File: config.mk
export PLATFORM = sky130hd
export DESIGN_NAME = avatar_election_ctrl_flat
export DESIGN_NICKNAME = d
export VERILOG_FILES = /design/src/rtl/avatar_pkg.sv /design/src/rtl/avatar_election_ctrl_if.sv /design/src/rtl/avatar_election_ctrl_argmax.sv /design/src/rtl/avatar_election_ctrl.sv /design/src/flat_wrapper.sv
export SDC_FILE = /design/constraint.sdc
export NUM_CORES = 1
export LEC_CHECK = 0
export ABC_CLOCK_PERIOD_IN_PS = 4400
export BUFFER_PORTS_ARGS = -buffer_cell sky130_fd_sc_hd__clkbuf_2
export CAP_MARGIN = 10
export CELL_PAD_IN_SITES_DETAIL_PLACEMENT = 1
export CELL_PAD_IN_SITES_GLOBAL_PLACEMENT = 1
export CORE_MARGIN = 2
export CORE_UTILIZATION = 37
export DETAILED_ROUTE_END_ITERATION = 6
export PLACE_DENSITY = 0.64
export RECOVER_POWER = 25
export SLEW_MARGIN = 10
export SYNTH_ARGS = -nofsm -noshare
export SYNTH_HDL_FRONTEND = slang
export SYNTH_SLANG_ARGS = --single-unit
export TNS_END_PERCENT = 30
File: constraint.sdc
create_clock -name CLK -period 4.4 [get_ports CLK]
set_input_delay 0.22 -clock CLK [delete_from_list [all_inputs] [get_ports CLK]]
set_output_delay 0.22 -clock CLK [all_outputs]
set_load 0.01 [all_outputs]
File: src/rtl/avatar_pkg.sv
// Shared types and constants for the avatar election controller.
package avatar_pkg;

    typedef enum logic [1:0] {
        PH_IDLE = 2'b00,
        PH_REG  = 2'b01,
        PH_VOTE = 2'b10,
        PH_DONE = 2'b11
    } phase_t;

    typedef enum logic [1:0] {
        OP_NOP      = 2'b00,
        OP_REGISTER = 2'b01,
        OP_VOTE     = 2'b10,
        OP_QUERY    = 2'b11
    } mode_t;

    // Bit positions of the one-cycle error pulses inside the error vector
    localparam int ERR_ALREADY_REG      = 0;
    localparam int ERR_ALREADY_VOTED    = 1;
    localparam int ERR_NOT_REG          = 2;
    localparam int ERR_VOTE_NOT_STARTED = 3;
    localparam int ERR_REG_ENDED        = 4;
    localparam int ERR_VOTE_ENDED       = 5;
    localparam int ERR_INVALID_CAND     = 6;
    localparam int NUM_ERR              = 7;

    // Candidate index width, never narrower than one bit
    function automatic int cand_w(input int n);
        return (n > 1) ? $clog2(n) : 1;
    endfunction

endpackage

File: src/rtl/avatar_election_ctrl_if.sv
// Command/response bundle between the input decoder and the election controller.
interface avatar_election_ctrl_if
    import avatar_pkg::*;
#(
    parameter int ID_W     = 6,
    parameter int NUM_CAND = 4,
    parameter int BOX_W    = 2
);
    localparam int CAND_W = cand_w(NUM_CAND);
    localparam int CNT_W  = ID_W + 1;

    logic              start;
    logic [1:0]        mode;
    logic [ID_W-1:0]   user_id;
    logic [CAND_W-1:0] candidate;

    phase_t            phase;
    logic [BOX_W-1:0]  ballot_box_id;
    logic [CNT_W-1:0]  num_registered;
    logic [CNT_W-1:0]  query_count;
    logic [CAND_W-1:0] winner_id;
    logic [CNT_W-1:0]  winner_votes;
    logic              result_valid;
    logic              already_registered, already_voted, not_registered;
    logic              voting_not_started, registration_ended, voting_ended;
    logic              invalid_candidate;

    modport master (
        output start, mode, user_id, candidate,
        input  phase, ballot_box_id, num_registered, query_count, winner_id,
               winner_votes, result_valid, already_registered, already_voted,
               not_registered, voting_not_started, registration_ended,
               voting_ended, invalid_candidate
    );

    modport slave (
        input  start, mode, user_id, candidate,
        output phase, ballot_box_id, num_registered, query_count, winner_id,
               winner_votes, result_valid, already_registered, already_voted,
               not_registered, voting_not_started, registration_ended,
               voting_ended, invalid_candidate
    );
endinterface

File: src/rtl/avatar_election_ctrl_argmax.sv
// Combinational argmax over candidate tallies; ties go to the lowest index.
module election_argmax #(
    parameter int NUM_CAND = 4,
    parameter int CNT_W    = 7,
    parameter int CAND_W   = 2
) (
    input  logic [NUM_CAND-1:0][CNT_W-1:0] tally,
    output logic [CAND_W-1:0]              idx,
    output logic [CNT_W-1:0]               max_cnt
);
    // Strict greater-than keeps the earlier (lower) index on ties
    always_comb begin
        idx     = '0;
        max_cnt = tally[0];
        for (int i = 1; i < NUM_CAND; i++) begin
            if (tally[i] > max_cnt) begin
                idx     = CAND_W'(i);
                max_cnt = tally[i];
            end
        end
    end
endmodule

File: src/rtl/avatar_election_ctrl.sv
// Timed registration/voting controller with tallies, query port and leader tracking.
module avatar_election_ctrl
    import avatar_pkg::*;
#(
    parameter int ID_W        = 6,
    parameter int NUM_CAND    = 4,
    parameter int BOX_W       = 2,
    parameter int REG_CYCLES  = 100,
    parameter int VOTE_CYCLES = 100
) (
    input logic                   CLK,
    input logic                   RST_N,
    avatar_election_ctrl_if.slave bus
);
    localparam int CAND_W    = cand_w(NUM_CAND);
    localparam int CNT_W     = ID_W + 1;
    localparam int NUM_USERS = 1 << ID_W;
    localparam int PH_MAX    = (REG_CYCLES > VOTE_CYCLES) ? REG_CYCLES : VOTE_CYCLES;
    localparam int PCNT_W    = $clog2(PH_MAX + 1);

    phase_t                        phase_q, phase_d;
    logic [PCNT_W-1:0]             pcnt_q, pcnt_d;
    logic [NUM_USERS-1:0]          reg_q, voted_q;
    logic [NUM_CAND-1:0][CNT_W-1:0] tally_q;
    logic [CNT_W-1:0]              nreg_q, qcnt_q, wvotes_q, max_w;
    logic [CAND_W-1:0]             wid_q, idx_w;
    logic [BOX_W-1:0]              box_q;
    logic [NUM_ERR-1:0]            err_q, err_d;
    logic                          do_reg, do_vote, cand_ok, start_ok;
    mode_t                         op;

    assign op       = mode_t'(bus.mode);
    assign start_ok = bus.start && (phase_q == PH_IDLE || phase_q == PH_DONE);
    assign cand_ok  = int'(bus.candidate) < NUM_CAND;

    // Phase state and in-phase cycle counter
    always_ff @(posedge CLK or negedge RST_N) begin
        if (!RST_N) begin
            phase_q <= PH_IDLE;
            pcnt_q  <= '0;
        end else begin
            phase_q <= phase_d;
            pcnt_q  <= pcnt_d;
        end
    end

    // Phase sequencing: start only from IDLE/DONE, timed REG and VOTE windows
    always_comb begin
        phase_d = phase_q;
        pcnt_d  = pcnt_q;
        case (phase_q)
            PH_IDLE, PH_DONE: begin
                if (bus.start) begin
                    phase_d = PH_REG;
                    pcnt_d  = '0;
                end
            end
            PH_REG: begin
                if (pcnt_q == PCNT_W'(REG_CYCLES - 1)) begin
                    phase_d = PH_VOTE;
                    pcnt_d  = '0;
                end else begin
                    pcnt_d = pcnt_q + 1'b1;
                end
            end
            PH_VOTE: begin
                if (pcnt_q == PCNT_W'(VOTE_CYCLES - 1)) begin
                    phase_d = PH_DONE;
                    pcnt_d  = '0;
                end else begin
                    pcnt_d = pcnt_q + 1'b1;
                end
            end
            default: ;
        endcase
    end

    // Op legality against the pre-edge phase; at most one error bit per op
    always_comb begin
        err_d   = '0;
        do_reg  = 1'b0;
        do_vote = 1'b0;
        case (op)
            OP_REGISTER: begin
                case (phase_q)
                    PH_REG: begin
                        if (reg_q[bus.user_id]) err_d[ERR_ALREADY_REG] = 1'b1;
                        else                    do_reg = 1'b1;
                    end
                    PH_IDLE: err_d[ERR_VOTE_NOT_STARTED] = 1'b1;
                    default: err_d[ERR_REG_ENDED]        = 1'b1;
                endcase
            end
            OP_VOTE: begin
                if (phase_q == PH_IDLE || phase_q == PH_REG) err_d[ERR_VOTE_NOT_STARTED] = 1'b1;
                else if (phase_q == PH_DONE)                 err_d[ERR_VOTE_ENDED]       = 1'b1;
                else if (!reg_q[bus.user_id])                err_d[ERR_NOT_REG]          = 1'b1;
                else if (voted_q[bus.user_id])               err_d[ERR_ALREADY_VOTED]    = 1'b1;
                else if (!cand_ok)                           err_d[ERR_INVALID_CAND]     = 1'b1;
                else                                         do_vote = 1'b1;
            end
            default: ;
        endcase
    end

    election_argmax #(
        .NUM_CAND (NUM_CAND),
        .CNT_W    (CNT_W),
        .CAND_W   (CAND_W)
    ) u_argmax (
        .tally   (tally_q),
        .idx     (idx_w),
        .max_cnt (max_w)
    );

    // Voter tables, tallies and registered outputs; a start clears the election last so it wins
    always_ff @(posedge CLK or negedge RST_N) begin
        if (!RST_N) begin
            reg_q    <= '0;
            voted_q  <= '0;
            tally_q  <= '0;
            nreg_q   <= '0;
            qcnt_q   <= '0;
            wid_q    <= '0;
            wvotes_q <= '0;
            box_q    <= '0;
            err_q    <= '0;
        end else begin
            err_q    <= err_d;
            wid_q    <= idx_w;
            wvotes_q <= max_w;
            if (op == OP_REGISTER || op == OP_VOTE)
                box_q <= bus.user_id[ID_W-1 -: BOX_W];
            if (op == OP_QUERY)
                qcnt_q <= cand_ok ? tally_q[bus.candidate] : '0;
            if (do_reg) begin
                reg_q[bus.user_id] <= 1'b1;
                nreg_q             <= nreg_q + 1'b1;
            end
            if (do_vote) begin
                voted_q[bus.user_id]   <= 1'b1;
                tally_q[bus.candidate] <= tally_q[bus.candidate] + 1'b1;
            end
            if (start_ok) begin
                reg_q    <= '0;
                voted_q  <= '0;
                tally_q  <= '0;
                nreg_q   <= '0;
                wid_q    <= '0;
                wvotes_q <= '0;
            end
        end
    end

    assign bus.phase              = phase_q;
    assign bus.result_valid       = (phase_q == PH_DONE);
    assign bus.ballot_box_id      = box_q;
    assign bus.num_registered     = nreg_q;
    assign bus.query_count        = qcnt_q;
    assign bus.winner_id          = wid_q;
    assign bus.winner_votes       = wvotes_q;
    assign bus.already_registered = err_q[ERR_ALREADY_REG];
    assign bus.already_voted      = err_q[ERR_ALREADY_VOTED];
    assign bus.not_registered     = err_q[ERR_NOT_REG];
    assign bus.voting_not_started = err_q[ERR_VOTE_NOT_STARTED];
    assign bus.registration_ended = err_q[ERR_REG_ENDED];
    assign bus.voting_ended       = err_q[ERR_VOTE_ENDED];
    assign bus.invalid_candidate  = err_q[ERR_INVALID_CAND];

endmodule

File: src/flat_wrapper.sv
// flat-port wrapper written by rule: the top's interface ports become plain ports
module avatar_election_ctrl_flat import avatar_pkg::*;
#(
    parameter int ID_W        = 6,
    parameter int NUM_CAND    = 4,
    parameter int BOX_W       = 2,
    parameter int REG_CYCLES  = 100,
    parameter int VOTE_CYCLES = 100
)
  (CLK, RST_N, bus_start, bus_mode, bus_user_id, bus_candidate, bus_phase, bus_ballot_box_id, bus_num_registered, bus_query_count, bus_winner_id, bus_winner_votes, bus_result_valid, bus_already_registered, bus_already_voted, bus_not_registered, bus_voting_not_started, bus_registration_ended, bus_voting_ended, bus_invalid_candidate);
  avatar_election_ctrl_if #(.ID_W(ID_W), .NUM_CAND(NUM_CAND), .BOX_W(BOX_W)) bus_i ();
  input logic CLK;
  input logic RST_N;
  input wire logic [$bits(bus_i.start)-1:0] bus_start;
  input wire logic [$bits(bus_i.mode)-1:0] bus_mode;
  input wire logic [$bits(bus_i.user_id)-1:0] bus_user_id;
  input wire logic [$bits(bus_i.candidate)-1:0] bus_candidate;
  output wire logic [$bits(bus_i.phase)-1:0] bus_phase;
  output wire logic [$bits(bus_i.ballot_box_id)-1:0] bus_ballot_box_id;
  output wire logic [$bits(bus_i.num_registered)-1:0] bus_num_registered;
  output wire logic [$bits(bus_i.query_count)-1:0] bus_query_count;
  output wire logic [$bits(bus_i.winner_id)-1:0] bus_winner_id;
  output wire logic [$bits(bus_i.winner_votes)-1:0] bus_winner_votes;
  output wire logic [$bits(bus_i.result_valid)-1:0] bus_result_valid;
  output wire logic [$bits(bus_i.already_registered)-1:0] bus_already_registered;
  output wire logic [$bits(bus_i.already_voted)-1:0] bus_already_voted;
  output wire logic [$bits(bus_i.not_registered)-1:0] bus_not_registered;
  output wire logic [$bits(bus_i.voting_not_started)-1:0] bus_voting_not_started;
  output wire logic [$bits(bus_i.registration_ended)-1:0] bus_registration_ended;
  output wire logic [$bits(bus_i.voting_ended)-1:0] bus_voting_ended;
  output wire logic [$bits(bus_i.invalid_candidate)-1:0] bus_invalid_candidate;
  assign bus_i.start = bus_start;
  assign bus_i.mode = bus_mode;
  assign bus_i.user_id = bus_user_id;
  assign bus_i.candidate = bus_candidate;
  assign bus_phase = bus_i.phase;
  assign bus_ballot_box_id = bus_i.ballot_box_id;
  assign bus_num_registered = bus_i.num_registered;
  assign bus_query_count = bus_i.query_count;
  assign bus_winner_id = bus_i.winner_id;
  assign bus_winner_votes = bus_i.winner_votes;
  assign bus_result_valid = bus_i.result_valid;
  assign bus_already_registered = bus_i.already_registered;
  assign bus_already_voted = bus_i.already_voted;
  assign bus_not_registered = bus_i.not_registered;
  assign bus_voting_not_started = bus_i.voting_not_started;
  assign bus_registration_ended = bus_i.registration_ended;
  assign bus_voting_ended = bus_i.voting_ended;
  assign bus_invalid_candidate = bus_i.invalid_candidate;
  avatar_election_ctrl #(.ID_W(ID_W), .NUM_CAND(NUM_CAND), .BOX_W(BOX_W), .REG_CYCLES(REG_CYCLES), .VOTE_CYCLES(VOTE_CYCLES)) u_core (.CLK(CLK), .RST_N(RST_N), .bus(bus_i));
endmodule
; After elaboration in Yosys (flattened, before gate mapping)
; Index checks and enable logic that the tools add are counted.
[totals]
regBits = 197
input_bits = 13
out_inout_bits = 35
word_cells = 107
[op_classes]
n_addsub = 3
magnitude_cmp = 7
eq_ne = 10
muxes = 58
bitwise = 2
n_reduce_logical = 13
[ops]
columns = op, n
row1 = 64-bit two-way mux, 4
row2 = 64-bit bitwise OR, 2
row3 = 7-bit two-way mux, 10
row4 = 28-bit two-way mux, 2
row5 = 28-bit bitwise mux, 1
row6 = 1-bit two-way mux, 23
row7 = 7-bit by 1-bit adder with 7-bit output (second input constant), 3
row8 = 7-bit greater-than comparator, 3
row9 = 2-bit two-way mux, 10
row10 = 7-bit binary-select mux with 2-bit select, 1
row11 = 7-bit demux with 2-bit select, 1
row12 = 7-bit case mux with 2 select lines, 1
row13 = 1-bit binary-select mux with 6-bit select, 2
row14 = 2-bit equality test (second input constant), 4
row15 = 7-bit equality test (second input constant), 1
row16 = 6-bit by 7-bit less-than comparator with 1-bit output (second input constant), 1
row17 = 1-bit demux with 6-bit select, 1
row18 = 6-bit by 1-bit greater-or-equal comparator with 1-bit output (second input constant), 1
row19 = 2-bit case mux with 3 select lines, 1
row20 = 2-bit OR reduction, 3
row21 = 2-bit by 1-bit equality test with 1-bit output (second input constant), 2
row22 = 2-bit by 1-bit inequality test with 1-bit output (second input constant), 2
row23 = 2-bit nonzero test, 2
row24 = 1-bit logical AND, 3
row25 = other kinds (7), 9

; Depth between registers and ports, before layout
[depth]
depth_word = 9
ltp_mapped = 28
mapped_depth_nobuf = 26

; Modules after synthesis
; A second synthesis with hierarchy kept.
[hier_totals]
cells_unflattened = 944
area_unflattened_um2 = 10274.9
[by_module_without_submodules]
columns = mod, n_inst, cells_each, area_per_inst_um2, seq_area_each_um2
row1 = avatar_election_ctrl, 1, 820, 9296.4, 4904.7
row2 = election_argmax, 1, 124, 978.4, 0.0

; Least setup slack after synthesis
; No wires, ideal clock.
[synth_path]
kind = register to register
startpoint = register u_core.tally_q[8] in the netlist's numbering
endpoint = register u_core.wvotes_q[3], in the netlist u_core.bus.winner_votes[3]
setup_time_ns = 0.110
arrival_ns = 4.749
required_ns = 4.290
setup_slack_ns = -0.460
stages_incl_launch_ff = 26
path_buffers = 2
period_less_slack_ns = 4.860
cell_sequence = dfrtp_1 > ha_1 > nor2b_1 > o21ai_0 > nand2b_1 > a21oi_1 > o21ai_1 > nand3_1 > and2_1 > ha_1 > a21o_1 > a21o_1 > a221oi_1 > a41o_1 > clkbuf_1 > nor2_1 > or2_2 > ha_1 > a21oi_1 > nor2b_1 > o21ai_0 > o21ai_0 > nor2_1 > nor2_1 > clkbuf_1 > o41ai_1
[synth_via]
elab_chain_cells = 7
[synth_lines]
columns = item, line
row1 = start: declaration, avatar_election_ctrl.sv:24  ; logic [NUM_CAND-1:0][CNT_W-1:0] tally_q;
row2 = start signal: indexed assignment, avatar_election_ctrl.sv:142  ; tally_q[bus.candidate] <= tally_q[bus.candidate] + 1'b1;
row3 = 7-bit greater-than comparator, avatar_election_ctrl_argmax.sv:16  ; if (tally[i] > max_cnt) begin
row4 = 7-bit two-way mux *, avatar_election_ctrl_argmax.sv:16
row5 = 7-bit greater-than comparator, avatar_election_ctrl_argmax.sv:16
row6 = 7-bit two-way mux *, avatar_election_ctrl_argmax.sv:16
row7 = 7-bit greater-than comparator, avatar_election_ctrl_argmax.sv:16
row8 = 7-bit two-way mux *, avatar_election_ctrl_argmax.sv:16
row9 = 7-bit two-way mux *, avatar_election_ctrl.sv:144  ; if (start_ok) begin
row10 = end signal: assignment, avatar_election_ctrl.sv:131  ; wvotes_q <= max_w;
row11 = end: declaration, avatar_election_ctrl.sv:25  ; logic [CNT_W-1:0] nreg_q, qcnt_q, wvotes_q, max_w;
; Mark *: on every way between the ends. The rest lies on a longest branch, timed or not.
; A chain may end at the register's enable or synchronous reset.

; Final worst setup path
[layout_path]
startpoint = register u_core.tally_q[1] in the netlist's numbering
endpoint = register u_core.wvotes_q[5], in the netlist u_core.bus.winner_votes[5]
; Same word-level chain as after synthesis.

==> impl_results.md <==
* Dominant cells by area after synthesis: dfrtp_1, nor2_1, a41oi_1
* Crit path from: u_core.tally_q[1]$_DFFE_PN0P_
* Unrepaired setup endpoints after global routing: yes
* Post-synth EDFFs at 0
* Die area at ~29000 sq um
* Global-route met2 utilization at 0.356
* R2r worst-path depth at 26
* Crit path depth at 26
* Failing checks: capacitance limit, slew limit, setup timing
* Worst r2r dst: u_core.bus.winner_votes[5]$_DFF_PN0_
* Status: finished with violations
* Drt total wl at between 30000 and 40000 um
* Yosys reg bits at a little under 200
* Max Slew Vio Count at between 100 and 150
* Routing usage on met3 at 0.0297
* Final setup viols at 9
* Later-pin clock latency in the skew report at between 0.4 and 0.5 ns
* Final GP Congestion at 0.807
* PortBufs at 46
* Syn_nets at 1061
* Mapped Avg Cell Area at ~10 sq um
* Routed WL per cell at ~22 um
* Via count at between 8000 and 9000
* Post-route antenna net violation count at 0
* First-pass GRT wire length at between 50000 and 60000 um
* Post-synth cell types at 69
* Post-Synth Simple-Gate Area at 0.153
* Largest family of logic cells by synthesized area: compound AO/OA/AOI/OAI gates
* Final Non-Filler Cells at roughly 1400
* Clock Tree Root: clkbuf_16
* Adder-cell share of the synthesized area at 0.0399
* Ys async rst share at 1.00
* Synth top area share at 0.473
* Leakage power at about 5.5 nW
* Core footprint at 27700 sq um
* Worst EP required at ~4.8 ns
* Initial Util at 0.374
* Synth Area in Compound Gates at 0.186
* Minimum clock period at between 4 and 5 ns
* Top_reg_cell synth: dfrtp_1
* Fin crit share at 1.05
* Yosys warns at 0
* Mapped Area at ~10000 sq um
* DP Cell Count at roughly 1400
* WS Path Type: flop to flop
* Fmax at 0.216 GHz
* CP Capture Point: u_core.bus.winner_votes[5]$_DFF_PN0_
* Gr ovfl total at 0
* Multiplexer area fraction after synthesis at 0.0869
* Reg-to-reg setup timing slack at -0.23 ns
* CP max-delay cell: dfrtp_1
* # diodes at 0
* CP startpoint kind: flop
* Most frequent cell after synthesis: dfrtp_1
* CTS Buf Count at 17
* Worst path arrival time at roughly 5 ns
* Vias per cell at between 5 and 6
* Setup slack after layout at -0.234 ns
* Synth cell count leaders: dfrtp_1, nor2_1, a31oi_1
* Largest net degree at the start of global routing at roughly 130
* Die Wd at 171 um
* Number of global-route vias before repair at roughly 8700
* Clock sink count at roughly 200
* Post-Syn Instances at between 1000 and 1500
* CP top delay family: compound AO/OA/AOI/OAI gates
* Synth area leader: dfrtp_1
* Capturing element type of the critical path: flop
* MaxCap Viol Count at 1
* DRC at 0
* Post-layout net count at about 1100
* Initial antenna violation count at 0
* Register area share after synthesis at 0.473
* Io pins at 48
* WP buf/inv at 4
* Die Span Y at 171 um
* Initial DRC count at slightly above 500
* Synthesis-to-layout area growth at 16.7%
* Row cnt at 61
* Rel. slew slack at -1.03
* First-pass detailed-route iteration total at 5
* Placed Instance Area at roughly 11000 sq um
* H-tree lvl count at 4
* Worst r2r src: u_core.tally_q[1]$_DFFE_PN0P_
* Reg clk slew, reported paths at 0.08 ns
* Worst hold-check path type: input pin to flop
* Cell area power density at 411 nW/um^2
* Slowest Stage Delay on Critical Path at about 0.4 ns
* Clock tree buffer depth at 2
* Total GRT Usage at 0.220
* Crit path max fanout at 8
* Slew @ Worst Pin at about 3.1 ns
* Fin. Hold Viols at 0
* Met1 usage at 0.310
* Share of cells above drive strength 1 at 0.215
* Design area at 12100 sq um
* CTS tree: built
* Dpl ws at -0.477 ns
* Post-DP HPWL at around 20000 um
* Min Hold Slack at around 0.17 ns
* GR peak layer: met2
* Final TNS setup at -1.24 ns
* Worst vdd ir at roughly 290 uV
* Xor and xnor area share after synthesis at 0.00761
* Final clock skew at about 0.015 ns
registers in the layout, indices dropped and copies added (netlist names):
name                       cells
u_core.bus.ballot_box_id       2
u_core.bus.num_registered      7
u_core.bus.phase               2
u_core.bus.query_count         7
u_core.bus.winner_id           2
u_core.bus.winner_votes        7
u_core.err_q                   6
u_core.pcnt_q                  7
u_core.reg_q                  64
u_core.tally_q                28
u_core.voted_q                64
kinds of logic after synthesis:
| kind of cell | after synthesis |
|---|---|
| adders and majority gates | 33 |
| DFF | 196 |
| AOI/OAI and AO/OA | 250 |
| xor gates and xnor gates | 9 |
| muxes | 76 |
| other | 1 |
| buffers and inverters | 118 |
| and+or+nand+nor | 332 |
routing by layer:
layer / up-vias / wire length, um
met1: 4350 / 15100
met2: 137 / 14900
met5: - / 0
met3: 33 / 974
met4: 0 / 445
li1: 3829 / -
final cells by class:
type                            count  area [sq um]
Fill cell                        3064         15600
Clock inverter                     14           148
Timing Repair Buffer              124           852
Clock buffer                       18           439
Inverter                           18          67.6
Multi-Input combinational cell    701          5210
Sequential cell                   196          4900
Tap cell                          378           473
report_power, final:
part / internal [mW] / leakage, nW / switching, mW / total, mW
combinational: 0.482 / 2.46 / 0.971 / 1.45
clock: 0.814 / 0.276 / 0.762 / 1.58
sequential: 1.88 / 2.72 / 0.0597 / 1.94
worst min-delay path by stage:
stage | startpoint | end | slack, ns | cells past startpoint
final | bus_mode[1] | u_core.err_q[3]$_DFF_PN0_ | 0.17 | 3
after detailed placement | RST_N | u_core.reg_q[27]$_DFFE_PN0P_ | 0.44 | 1
after global routing | bus_mode[1] | u_core.err_q[3]$_DFF_PN0_ | 0.18 | 3
after global placement | RST_N | u_core.reg_q[27]$_DFFE_PN0P_ | 0.45 | 1
after floorplan | RST_N | u_core.bus.ballot_box_id[0]$_DFFE_PN0P_ | -0.08 | 0
after CTS | bus_mode[1] | u_core.err_q[3]$_DFF_PN0_ | 0.16 | 3
worst reg2reg max path: stages, from the launching register on:
cell and delay (ns):
dfrtp_1 0.40, inv_2 0.08, ha_4 0.20, nor2b_1 0.13
o21ai_1 0.13, nand2b_1 0.08, a21oi_2 0.20, o21a_2 0.26
o21ai_2 0.10, and2_4 0.17, ha_4 0.21, a21o_1 0.19
a21o_1 0.16, a221oi_2 0.30, a41o_2 0.24, buf_6 0.12
and3_1 0.21, or2_4 0.15, ha_4 0.19, nor2b_1 0.13
o21ai_1 0.12, o21ai_1 0.09, nor2_2 0.15, nor2_2 0.06
buf_6 0.13, buf_4 0.14, o41ai_2 0.20
cells in the final DEF (no fill, tap or decap), drive strengths merged, types with 10 or more instances in the layout:
cell type and n:
nor2 163, and3 10, a221oi 15, a22o 15, o21ai 27, a41oi 64, mux2i 45, inv 22
a22oi 20, nand2 62, nand3 24, nand4 10, ha 33, mux2 22, nor2b 11, dfrtp 196
a31oi 67, clkbuf 64, buf 77
stage by stage:
step                       util  power (mW)
final                     0.436        4.96
after detailed placement  0.408        3.37
after global routing      0.436        5.24
after global placement    0.408        3.35
after floorplan               -        2.85
after CTS                 0.434        4.98
what timing repair did:
item / CTS / global route
hold buffers: 1 / 0
pin swaps: 3 / 11
setup buffers: 3 / 2
endpoints found under the hold margin: 55 / 0
setup endpoints to repair: 9 / 9
gates resized for setup: 14 / 25
No activity file was read; power rests on OpenSTA's default activity.
